### src/rtl/sub8_serial.sv
// Bit-serial 8-bit subtractor: diff = a - b - bin, one bit per clock, with borrow-out and signed overflow.
// Optional SUB8_ADD_MODE_EN adds an op input selecting add (op=1) or subtract (op=0).
module sub8_serial (
    input  logic       clk,
    input  logic       rst_n,
    input  logic       start,
    input  logic [7:0] a,
    input  logic [7:0] b,
    input  logic       bin,
`ifdef SUB8_ADD_MODE_EN
    input  logic       op,
`endif
    output logic       busy,
    output logic       done,
    output logic [7:0] diff,
    output logic       bout,
    output logic       ov
);

    // state | meaning
    // IDLE  | waiting for start
    // RUN   | one operand bit processed per cycle, cnt 0..7
    // DONE  | results valid for this single cycle; start here reloads
    typedef enum logic [1:0] {IDLE, RUN, DONE} state_t;

    state_t     state, state_nxt;
    logic [7:0] ra, rb, sh;
    logic [2:0] cnt;
    logic       c;
    logic       add_mode;
    logic       op_in;
    logic       load, step;
    logic       bb, s, cn;

`ifdef SUB8_ADD_MODE_EN
    assign op_in = op;
`else
    assign op_in = 1'b0;
`endif

    always_ff @(posedge clk or negedge rst_n) begin
        if (!rst_n) state <= IDLE;
        else        state <= state_nxt;
    end

    always_comb begin
        state_nxt = state;
        load      = 1'b0;
        step      = 1'b0;
        case (state)
            IDLE: begin
                if (start) begin
                    load      = 1'b1;
                    state_nxt = RUN;
                end
            end
            RUN: begin
                step = 1'b1;
                if (cnt == 3'd7) state_nxt = DONE;
            end
            DONE: begin
                if (start) begin
                    load      = 1'b1;
                    state_nxt = RUN;
                end else begin
                    state_nxt = IDLE;
                end
            end
            default: state_nxt = IDLE;
        endcase
    end

    assign busy = (state == RUN);
    assign done = (state == DONE);

    // Full-adder cell shared across all bits; subtraction adds the inverted subtrahend.
    assign bb = add_mode ? rb[0] : ~rb[0];
    assign s  = ra[0] ^ bb ^ c;
    assign cn = (ra[0] & bb) | (ra[0] & c) | (bb & c);

    always_ff @(posedge clk or negedge rst_n) begin
        if (!rst_n) begin
            ra       <= 8'h00;
            rb       <= 8'h00;
            sh       <= 8'h00;
            cnt      <= 3'd0;
            c        <= 1'b0;
            add_mode <= 1'b0;
            diff     <= 8'h00;
            bout     <= 1'b0;
            ov       <= 1'b0;
        end else if (load) begin
            ra       <= a;
            rb       <= b;
            c        <= op_in ? bin : ~bin;
            add_mode <= op_in;
            cnt      <= 3'd0;
        end else if (step) begin
            ra  <= ra >> 1;
            rb  <= rb >> 1;
            sh  <= {s, sh[7:1]};
            c   <= cn;
            cnt <= cnt + 3'd1;
            // Published outputs change only on the final bit so they stay stable while running.
            if (cnt == 3'd7) begin
                diff <= {s, sh[7:1]};
                bout <= add_mode ? cn : ~cn;
                ov   <= c ^ cn;
            end
        end
    end

endmodule

### config.mk
export PLATFORM = sky130hd
export DESIGN_NAME = sub8_serial
export DESIGN_NICKNAME = d
export VERILOG_FILES = /design/src/rtl/sub8_serial.sv
export SDC_FILE = /design/constraint.sdc
export NUM_CORES = 1
export LEC_CHECK = 0
export BUFFER_PORTS_ARGS = -buffer_cell sky130_fd_sc_hd__clkbuf_2
export CORE_MARGIN = 2
export CORE_UTILIZATION = 28
export CTS_BUF_LIST = sky130_fd_sc_hd__clkbuf_8 sky130_fd_sc_hd__clkbuf_16
export CTS_CLUSTER_SIZE = 14
export DETAILED_ROUTE_END_ITERATION = 8
export GPL_ROUTABILITY_DRIVEN = 0
export HOLD_SLACK_MARGIN = 0.02
export SYNTH_ARGS = -nofsm -noshare
export SYNTH_HDL_FRONTEND = slang
export SYNTH_SLANG_ARGS = --single-unit
export TNS_END_PERCENT = 20
### constraint.sdc
create_clock -name clk -period 1.6 [get_ports clk]
set_input_delay 0.24 -clock clk [delete_from_list [all_inputs] [get_ports clk]]
set_output_delay 0.24 -clock clk [all_outputs]
set_load 0.03 [all_outputs]
==> flow_summary.json <==
{
  "endpoint_kind": "output port",
  "synth_area_per_cell_um2": 11.0,
  "rsz0062_at_grt": "no",
  "final_nets": 218,
  "cts_sinks": 39,
  "synth.most_common_cell": "dfrtp_1",
  "synth_edf_count": 0,
  "synth_common_cells": "dfrtp_1 (39), nand2_1 (26), nor2_1 (11)",
  "ys_ff_latch": 39,
  "clock_power_share_pct": 18.9,
  "core-area_um2": 5960,
  "intPower_uw": 2780,
  "viasPerCell": 4.71,
  "crit_slowest_cell": "dfrtp_1",
  "htreeDepth": 2,
  "cpLargestDelayFamily": "buffers and inverters",
  "crit_buf_inv": 2,
  "cp_cell_sequence": "nand2b_1 -> inv_4 -> clkbuf_2",
  "first_pass_iters": 4,
  "cp-start-kind": "register",
  "synth_area_leaders": "dfrtp_1 (56%), nand2_1 (5.6%), mux2_4 (4.3%)",
  "die_area_um2": 6850,
  "status": "complete, no violations",
  "pwr_density_cell_nw_per_um2": 2110,
  "root_buffer": "clkbuf_8",
  "maxCapViolCount": 0,
  "ir_drop_uv": 766,
  "ios": 32,
  "max_stage_delay_ns": 0.38,
  "synth-seq-area-share_pct": 56.2,
  "path_clk_slew_ns": 0.08,
  "fin_crit_sh_pct": 94.3,
  "io_buffers": 31,
  "netSwitchingFraction_pct": 37.9,
  "synthesis.area_um2": 1740,
  "final_cells": 271,
  "skew_ns": 0.00674,
  "overflow": 0,
  "drt_iter0_drc": 23,
  "utilization_pct": 35.6,
  "grtUsageTotal_pct": 11.6,
  "wl_per_cell_um": 13.1,
  "dieHeight_um": 82.8,
  "setup_viol": 0,
  "yosys_warnings": 0,
  "fin_crit_ns": 1.51,
  "synth_fp_nets": 181,
  "arrival_ns": 1.27,
  "p_total_uw": 4480,
  "maxSlewViolCount": 0,
  "power_frac_seq_pct": 39.2,
  "p_leak_uw": 0.00103,
  "finalSetupTns_ns": 0,
  "rows": 28,
  "relSlewSlack_pct": 66.6,
  "clk-insertion-delay-late_ns": 0.29,
  "die_w_um": 82.8,
  "netlist.area_leader.share_pct": 56.2,
  "hp-class": "in2reg",
  "switchingPower_uw": 1700,
  "p_comb_share_pct": 41.9,
  "path_class": "reg2out",
  "dp.cells": 261,
  "hold_viol_final": 0,
  "tritoncts": "built",
  "nFillCells": 622,
  "route.detailed.drc": 0,
  "ys_types": 26,
  "async_flop_share_pct": 100,
  "start_util_pct": 29.2,
  "drt.antenna.violating_nets": 0,
  "drive_above_1_share_pct": 31.1,
  "timing.hold.ws_ns": 0.187,
  "grt_pass1_vias": 1298,
  "critPathRequiredTime_ns": 1.36,
  "grt_max_degree": 40,
  "grt_first_pass_wirelength_mm": 5.93,
  "synth_cells": 158,
  "cts_buffers": 5,
  "hpwlAfterDp_mm": 2.43,
  "cts_max_path_buffers": 2,
  "antenna_found_initial": 0,
  "num_vias": 1277,
  "yosysTopAreaCell": "dfrtp_1",
  "routed_wl_mm": 3.54,
  "syn2layout_area_growth_pct": 22.1,
  "diodes": 0,
  "max_freq_mhz": 663,
  "cp_max_fo": 14,
  "synth_flop_cell": "dfrtp_1",
  "worstMarginPinSlew_ns": 0.501
}
==> layer usage <==
layer	up-vias	wire (um)	global-route usage (%)
met5	-	0	0
met4	0	36	3.93
met3	4	173	4.24
met2	27	1650	18.2
met1	621	1690	14.9
li1	625	-	-
==> path summary, 6_finish.rpt <==
path	start	to	slack, ns	cells past startpoint
setup / recovery	state[1]	busy	0.09	3
hold / removal	b[4]	rb[4]	0.19	3
setup reg to reg	cnt[0]	diff[1]	0.10	4
hold reg to reg	sh[1]	sh[1]	0.49	2
max in group asynchronous	rst_n	state[0]	0.68	3
min in group asynchronous	rst_n	diff[5]	0.54	3
==> cells by family after synthesis <==
logic type / Yosys count / share of synthesized area [%]
and+or+nand+nor: 58 / 15.5
DFF: 39 / 56.2
AOI/OAI and AO/OA: 28 / 10.1
muxes: 16 / 11.1
buffers and inverters: 13 / 4.03
adders and majority gates: 3 / 2.59
xor gates and xnor gates: 1 / 0.504
==> power by group through the flow <==
stage	Combinational, uW	Sequential [uW]	Clock, uW
detailed placement	1840	1790	0
finish	1880	1760	846
global route	2100	1820	924
CTS	1850	1780	884
global placement	1800	1770	0
floorplan	1200	1920	0
==> repair_timing <==
item	CTS	global route
cloned	0	0
resized for setup	1	3
pin swaps	0	0
endpoints found under the hold margin	31	0
setup buffers	0	1
hold buffers	1	0
setup endpoints to repair	1	2
==> final cells by class <==
type                            instances  area, um^2  share of cell area, %
Clock buffer                            6        82.6                   3.89
Clock inverter                          2        35.0                   1.65
Inverter                                3        13.8                  0.649
Multi-Input combinational cell        106         691                   32.6
Sequential cell                        39         977                   46.1
Tap cell                               75        93.8                   4.42
Timing Repair Buffer                   40         228                   10.7
==> worst reg2reg max path, cell delays in order (launching register included) <==
cell and delay (ns):
dfrtp_1 0.40, ha_1 0.21, ha_1 0.22, nand3b_4 0.20
mux2_2 0.36
==> registers in the layout, indices dropped and copies added, names as in the netlist <==
register,flops
sh,7
diff,8
c,1
rb,8
ov,1
cnt,3
ra,8
state,2
bout,1
==> cells in the final DEF, fill, tap and decap left out <==
cell,synthesis,final
ha_1,2,2
buf_4,2,8
bufinv_16,0,1
nor2_1,11,11
inv_1,2,2
a211oi_1,4,4
nand3_1,3,3
dfrtp_1,39,38
a22oi_1,1,1
clkbuf_2,0,30
dlygate4sd3_1,0,1
clkbuf_8,0,6
clkbuf_4,0,1
mux2i_1,5,5
a22o_1,3,3
nand2_1,26,26
inv_4,0,1
nand3b_4,1,1
nor3_1,9,9
a21oi_1,4,4
nor2b_1,6,6
o21ai_0,7,7
dfrtp_2,0,1
mux2_4,5,5
mux2_2,6,6
clkinv_2,0,1
nand2b_1,2,2
xnor2_1,1,1
o22ai_1,9,9
fa_1,1,1
==> metrics by stage <==
step	cell area (um^2)	setup WS [ns]
after floorplan	1740	0.174
after global placement	1980	0.149
after detailed placement	1980	0.115
after CTS	2110	0.00684
after global routing	2120	0.00680
final	2120	0.0906
Power figures use the tool's default switching activity.
